`config.mk`:
```
export PLATFORM = sky130hd
export DESIGN_NAME = btn_scan_ctrl
export DESIGN_NICKNAME = d
export VERILOG_FILES = /design/src/rtl/btn_scan_pkg.sv /design/src/rtl/btn_evt_fifo.sv /design/src/rtl/btn_scan_ctrl.sv
export SDC_FILE = /design/constraint.sdc
export NUM_CORES = 1
export LEC_CHECK = 0
export CAP_MARGIN = 10
export CORE_ASPECT_RATIO = 0.7
export CORE_UTILIZATION = 40
export DETAILED_ROUTE_END_ITERATION = 6
export PLACE_DENSITY_LB_ADDON = 0.05
export SETUP_SLACK_MARGIN = 0.3
export SYNTH_ARGS = -nofsm -noshare
export SYNTH_HDL_FRONTEND = slang
export SYNTH_SLANG_ARGS = --single-unit
```
`constraint.sdc`:
```
create_clock -name clk -period 2 [get_ports clk]
set_clock_uncertainty 0.2 [all_clocks]
set_input_delay 0.3 -clock clk [delete_from_list [all_inputs] [get_ports clk]]
set_output_delay 0.3 -clock clk [all_outputs]
set_load 0.05 [all_outputs]
```
`src/rtl/btn_scan_pkg.sv`:
```
// Shared FSM encodings, control bundle and default parameters for the button scanner.
// Pure declarations: no latency, no flow control.
package btn_scan_pkg;

  localparam int DEF_NUM_BTN         = 4;
  localparam int DEF_DEBOUNCE_CYCLES = 16;
  localparam int DEF_FIFO_DEPTH      = 4;

  typedef enum logic [1:0] {
    ST_SCAN     = 2'd0,
    ST_DEBOUNCE = 2'd1,
    ST_COMMIT   = 2'd2
  } scan_state_t;

  typedef struct packed {
    logic adv;
    logic cnt_clr;
    logic cnt_inc;
    logic commit;
  } scan_ctl_t;

endpackage

```
`src/rtl/btn_evt_fifo.sv`:
```
// Press-event queue; head visible combinationally, push lands 1 cycle later.
// Full queue accepts a push only alongside a pop; pop on empty is ignored.
module btn_evt_fifo
  import btn_scan_pkg::*;
#(
  parameter int DW    = 2,
  parameter int DEPTH = DEF_FIFO_DEPTH
) (
  input  logic          clk,
  input  logic          rst_n,
  input  logic          push,
  input  logic [DW-1:0] push_dat,
  input  logic          pop,
  output logic          full,
  output logic          empty,
  output logic [DW-1:0] head_dat
);

  localparam int AW = $clog2(DEPTH);

  logic [AW:0]   wr_ptr;
  logic [AW:0]   rd_ptr;
  logic [DW-1:0] mem [DEPTH];
  logic          wr_en;
  logic          rd_en;

  // Extra pointer bit separates full from empty when the slot indices match.
  assign empty    = (wr_ptr == rd_ptr);
  assign full     = (wr_ptr[AW] != rd_ptr[AW]) && (wr_ptr[AW-1:0] == rd_ptr[AW-1:0]);
  assign rd_en    = pop & ~empty;
  assign wr_en    = push & (~full | pop);
  assign head_dat = empty ? '0 : mem[rd_ptr[AW-1:0]];

  always_ff @(posedge clk or negedge rst_n) begin
    if (!rst_n) begin
      wr_ptr <= '0;
      rd_ptr <= '0;
    end else begin
      if (wr_en) wr_ptr <= wr_ptr + 1'b1;
      if (rd_en) rd_ptr <= rd_ptr + 1'b1;
    end
  end

  always_ff @(posedge clk) begin
    if (wr_en) mem[wr_ptr[AW-1:0]] <= push_dat;
  end

endmodule

```
`src/rtl/btn_scan_ctrl.sv`:
```
// Debounces NUM_BTN buttons with one shared counter scanned round-robin; press events go to a FIFO.
// Level change after sync+scan+DEBOUNCE_CYCLES+1 cycles; evt_valid/evt_id hold until evt_ready, overflow pulses on drop.
module btn_scan_ctrl
  import btn_scan_pkg::*;
#(
  parameter int NUM_BTN         = DEF_NUM_BTN,
  parameter int DEBOUNCE_CYCLES = DEF_DEBOUNCE_CYCLES,
  parameter int FIFO_DEPTH      = DEF_FIFO_DEPTH
) (
  input  logic                       clk,
  input  logic                       rst_n,
  input  logic [NUM_BTN-1:0]         raw_btn,
  output logic [NUM_BTN-1:0]         btn_state,
  output logic                       evt_valid,
  output logic [$clog2(NUM_BTN)-1:0] evt_id,
  input  logic                       evt_ready,
  output logic                       evt_overflow
);

  localparam int             IDW      = $clog2(NUM_BTN);
  localparam int             CW       = $clog2(DEBOUNCE_CYCLES);
  localparam logic [CW-1:0]  CNT_LAST = CW'(DEBOUNCE_CYCLES - 1);
  localparam logic [IDW-1:0] IDX_LAST = IDW'(NUM_BTN - 1);

  logic [NUM_BTN-1:0] sync_meta;
  logic [NUM_BTN-1:0] sync;
  scan_state_t        state;
  scan_state_t        state_nxt;
  scan_ctl_t          ctl;
  logic [IDW-1:0]     idx;
  logic [CW-1:0]      cnt;
  logic               differ;
  logic               push;
  logic               fifo_full;
  logic               fifo_empty;

  assign differ = sync[idx] ^ btn_state[idx];

  always_ff @(posedge clk or negedge rst_n) begin
    if (!rst_n) state <= ST_SCAN;
    else        state <= state_nxt;
  end

  always_comb begin
    state_nxt = state;
    case (state)
      ST_SCAN:     if (differ) state_nxt = ST_DEBOUNCE;
      ST_DEBOUNCE: begin
        if (!differ)              state_nxt = ST_SCAN;
        else if (cnt == CNT_LAST) state_nxt = ST_COMMIT;
      end
      ST_COMMIT:   state_nxt = ST_SCAN;
      default:     state_nxt = ST_SCAN;
    endcase
  end

  always_comb begin
    ctl = '0;
    case (state)
      ST_SCAN: begin
        if (differ) ctl.cnt_clr = 1'b1;
        else        ctl.adv     = 1'b1;
      end
      ST_DEBOUNCE: begin
        if (differ) ctl.cnt_inc = 1'b1;
        else        ctl.adv     = 1'b1;
      end
      ST_COMMIT: begin
        ctl.commit = 1'b1;
        ctl.adv    = 1'b1;
      end
      default: ctl = '0;
    endcase
  end

  // Only a 0->1 commit is a press; releases update the level silently.
  assign push = ctl.commit & ~btn_state[idx];

  always_ff @(posedge clk or negedge rst_n) begin
    if (!rst_n) begin
      sync_meta    <= '0;
      sync         <= '0;
      btn_state    <= '0;
      idx          <= '0;
      cnt          <= '0;
      evt_overflow <= 1'b0;
    end else begin
      sync_meta <= raw_btn;
      sync      <= sync_meta;
      if (ctl.adv)         idx <= (idx == IDX_LAST) ? '0 : idx + 1'b1;
      if (ctl.cnt_clr)     cnt <= '0;
      else if (ctl.cnt_inc) cnt <= cnt + 1'b1;
      if (ctl.commit)      btn_state[idx] <= ~btn_state[idx];
      // A full queue is never empty, so evt_ready alone decides whether room frees up.
      evt_overflow <= push & fifo_full & ~evt_ready;
    end
  end

  btn_evt_fifo #(
    .DW    (IDW),
    .DEPTH (FIFO_DEPTH)
  ) u_evt_fifo (
    .clk      (clk),
    .rst_n    (rst_n),
    .push     (push),
    .push_dat (idx),
    .pop      (evt_ready),
    .full     (fifo_full),
    .empty    (fifo_empty),
    .head_dat (evt_id)
  );

  assign evt_valid = ~fifo_empty;

endmodule

```
==> results.py <==
metrics = {
    "run_status": {
        "status": "finished, violations left",
        "violations": "negative setup slack",
    },
    "clock_network": {
        "cts_inserted_buffers": 5,
        "clk_path_buf_depth": 2,
        "cts_tree": "built",
        "clock_latency_ps": 290,
        "path_clk_slew_ps": 70,
        "clock_tree.root_cell": "clkbuf_8",
        "hold_buffers": 0,
        "htreeDepth": 2,
        "clkSinkCount": 35,
    },
    "critical_path": {
        "cp_slowest_cell": "mux4_2",
        "startpoint_type": "flip-flop",
        "worstPathCellList": "mux4_2 -> and2_4 -> buf_6",
        "crit_family": "multiplexers",
        "worst-path-stages": 3,
        "crit_buf_inv": 1,
        "crit_path_max_incr_delay_ps": 500,
        "worstSetupPathType": "flip-flop to output pin",
        "end_kind": "output pin",
        "worstPathMaxFanout": 4,
        "r2r_cells": 4,
        "cp.arrival_ps": 1540,
        "critPathRequiredTime_ps": 1500,
    },
    "flow_run": {
        "maxCapViolCount": 0,
    },
    "floorplanning": {
        "fp.coreArea_sq_mm": 0.00392,
        "io_pins": 15,
        "initial_core_util_pct": 41.7,
        "fp.dieH_microns": 55.5,
        "die_x_microns": 78.4,
        "rows": 19,
        "die-area_sq_mm": 0.00435,
    },
    "global_routing": {
        "use_met3_pct": 4.46,
        "grt_first_pass_wirelength_microns": 5200,
        "met2_usage_pct": 24.6,
        "grt_pass1_vias": 1053,
        "grt_max_degree": 28,
        "grt_overflow_total": 0,
        "track_usage_pct": 16.6,
        "busiest_layer": "met2",
        "antenna_found_initial": 0,
        "grtUsageMet1_pct": 22.0,
    },
    "placed_design": {
        "dp.cells": 193,
        "place_congestion": 0.795,
        "place_ws_ps": 4.52,
        "place_area_sq_mm": 0.00190,
        "io_buffers": 14,
        "dp_hpwl_microns": 1990,
    },
    "power": {
        "leakage_uw": 0.000967,
        "power_density_mw_per_mm2": 1290,
        "vdd_drop_max_v": 0.000969,
    },
    "logic_synthesis": {
        "yosysSeqAreaShare_pct": 56.0,
        "synthCells": 120,
        "netlist_area_sq_mm": 0.00164,
        "ys_seq_elements": 35,
        "synth.distinct_cells": 38,
        "syn_nets": 137,
        "syn_avg_cell_area_sq_um": 13.6,
        "yosys_warnings": 0,
    },
    "routing": {
        "vias": 1046,
        "drtAntennaViolNets": 0,
        "drtPass1Iterations": 4,
        "drt-initial-drc-count": 50,
        "drt-wirelength-per-cell_microns": 14.4,
        "vias_per_cell": 4.89,
        "wl_microns": 3080,
        "drcViolationCount": 0,
    },
    "layout": {
        "nets": 178,
        "final_common_cell": "buf_4",
        "postLayoutCellArea_sq_mm": 0.00219,
        "n_antenna_cell": 0,
        "fin_cells": 214,
        "drive_above_1_share_pct": 45.1,
        "syn_to_final_growth_pct": 34.0,
        "final_cell_mix": "buf_4 (21), dfrtp_1 (17), ha_1 (10), dfrtp_2 (10)",
        "finish.utilization_pct": 55.9,
    },
    "sta": {
        "setup_viol": 2,
        "fmax_mhz": 491,
        "slew_violations": 0,
        "fin_ws_ps": -37.1,
        "slew_headroom_pct": 67.6,
        "rsz0062_at_grt": "yes",
        "finalCritPeriodShare_pct": 102,
        "tightest_slew_ps": 488,
        "hold_viol": 0,
        "min_period_ps": 2040,
    },
    "hold_path": {
        "hold_depth": 0,
        "hp-class": "flip-flop to flip-flop",
    },
}
## layer usage
layer  up-vias  routed length (microns)  share of wire, %
li1        512                        -                 -
met1       510                     1510                49
met2        19                     1390                45
met3         5                      126               4.1
met4         0                       45               1.5
met5         -                        0                 0
## layout make-up
type                            instances  area [sq um]
Fill cell                             346          1730
Sequential cell                        35           928
Multi-Input combinational cell         77           751
Timing Repair Buffer                   38           352
Clock buffer                            8          80.1
Tap cell                               52          65.1
Inverter                                4          15.0
## power by group
group | leakage (uW) | internal, uW | total [uW] | switching (uW)
Combinational | 0.000528 | 722 | 1330 | 603
Sequential | 0.000399 | 875 | 1010 | 140
Clock | 0.0000395 | 247 | 484 | 237
Total | 0.000967 | 1840 | 2820 | 980
## worst reg2reg max path, cell delays in order, from the launching register on
cell and delay (ps):
dfrtp_2 410, mux4_2 530, nand2b_4 180, nor2_4 160
and2_4 180
## cell families after synthesis
kind of cell | synth area share [%]
mux | 6.43
simple gates | 13.1
fa+ha+maj | 7.65
buf+inv | 2.98
compound gates | 7.96
flops | 56.0
xor+xnor | 5.89
## per-stage QoR
| stage | hold WS (ps) | total power (uW) | TNS, ps |
|---|---|---|---|
| after floorplan | -196 | 1730 | -315 |
| after global placement | 131 | 2010 | 0 |
| after detailed placement | 136 | 2020 | 0 |
| after CTS | 152 | 2730 | -65.2 |
| after global routing | 161 | 3000 | -196 |
| final | 150 | 2820 | -59.9 |
## final timing paths
kind | from | to | slack [ps]
worst max-delay path | u_evt_fifo.rd_ptr[0]$_DFFE_PN0P_ | evt_id[0] | -40
min in group asynchronous | rst_n | u_evt_fifo.rd_ptr[0]$_DFFE_PN0P_ | 180
worst max register to register | idx[0]$_DFFE_PN0P_ | u_evt_fifo.mem[2][0]$_DFFE_PP_ | 60
max in group asynchronous | rst_n | idx[1]$_DFFE_PN0P_ | 1130
worst min register to register | sync_meta[1]$_DFF_PN0_ | sync[1]$_DFF_PN0_ | 150
worst min-delay path | sync_meta[1]$_DFF_PN0_ | sync[1]$_DFF_PN0_ | 150
## sequential cells by signal (all words and copies together), names as in the netlist
signal             count
u_evt_fifo.wr_ptr      3
u_evt_fifo.mem         8
idx                    2
state                  2
sync_meta              4
sync                   4
u_evt_fifo.rd_ptr      3
cnt                    4
btn_state              4
evt_overflow           1
## cells in the mapped netlist
cell / instances / area [sq um]
a31oi_1: 4 / 25.0
nand3_1: 3 / 15.0
and4b_1: 1 / 10.0
or3_1: 1 / 6.26
o22ai_1: 1 / 6.26
dfrtp_1: 27 / 676
nand3b_1: 2 / 15.0
buf_4: 1 / 7.51
mux2_2: 2 / 22.5
xnor2_1: 6 / 52.6
edfxtp_1: 8 / 240
o311ai_2: 1 / 16.3
o31ai_1: 2 / 15.0
clkbuf_1: 1 / 3.75
nor2_1: 3 / 11.3
nand2_1: 4 / 15.0
buf_6: 2 / 22.5
nor4_1: 1 / 6.26
o21ai_0: 2 / 10.0
and3b_2: 1 / 10.0
nor2b_1: 3 / 18.8
a31o_1: 1 / 8.76
ha_1: 10 / 125
xor2_1: 5 / 43.8
or2b_1: 1 / 7.51
nand2b_1: 2 / 12.5
nor3b_4: 1 / 18.8
a21oi_1: 4 / 20.0
nor3_1: 1 / 5.00
mux2_4: 1 / 15.0
nand4_1: 1 / 6.26
inv_1: 4 / 15.0
a32o_1: 2 / 20.0
nor2_4: 1 / 11.3
mux4_2: 3 / 67.6
nand2b_4: 1 / 13.8
and2_1: 5 / 31.3
a211o_1: 1 / 8.76
## what timing repair did
| action | CTS | global route |
|---|---|---|
| endpoints found under the setup margin | 24 | 25 |
| gates resized for setup | 18 | 14 |
| pin swaps | 7 | 7 |
| setup buffers | 9 | 4 |
| endpoints found under the hold margin | 0 | 0 |
(Power assumes the default switching activity.)
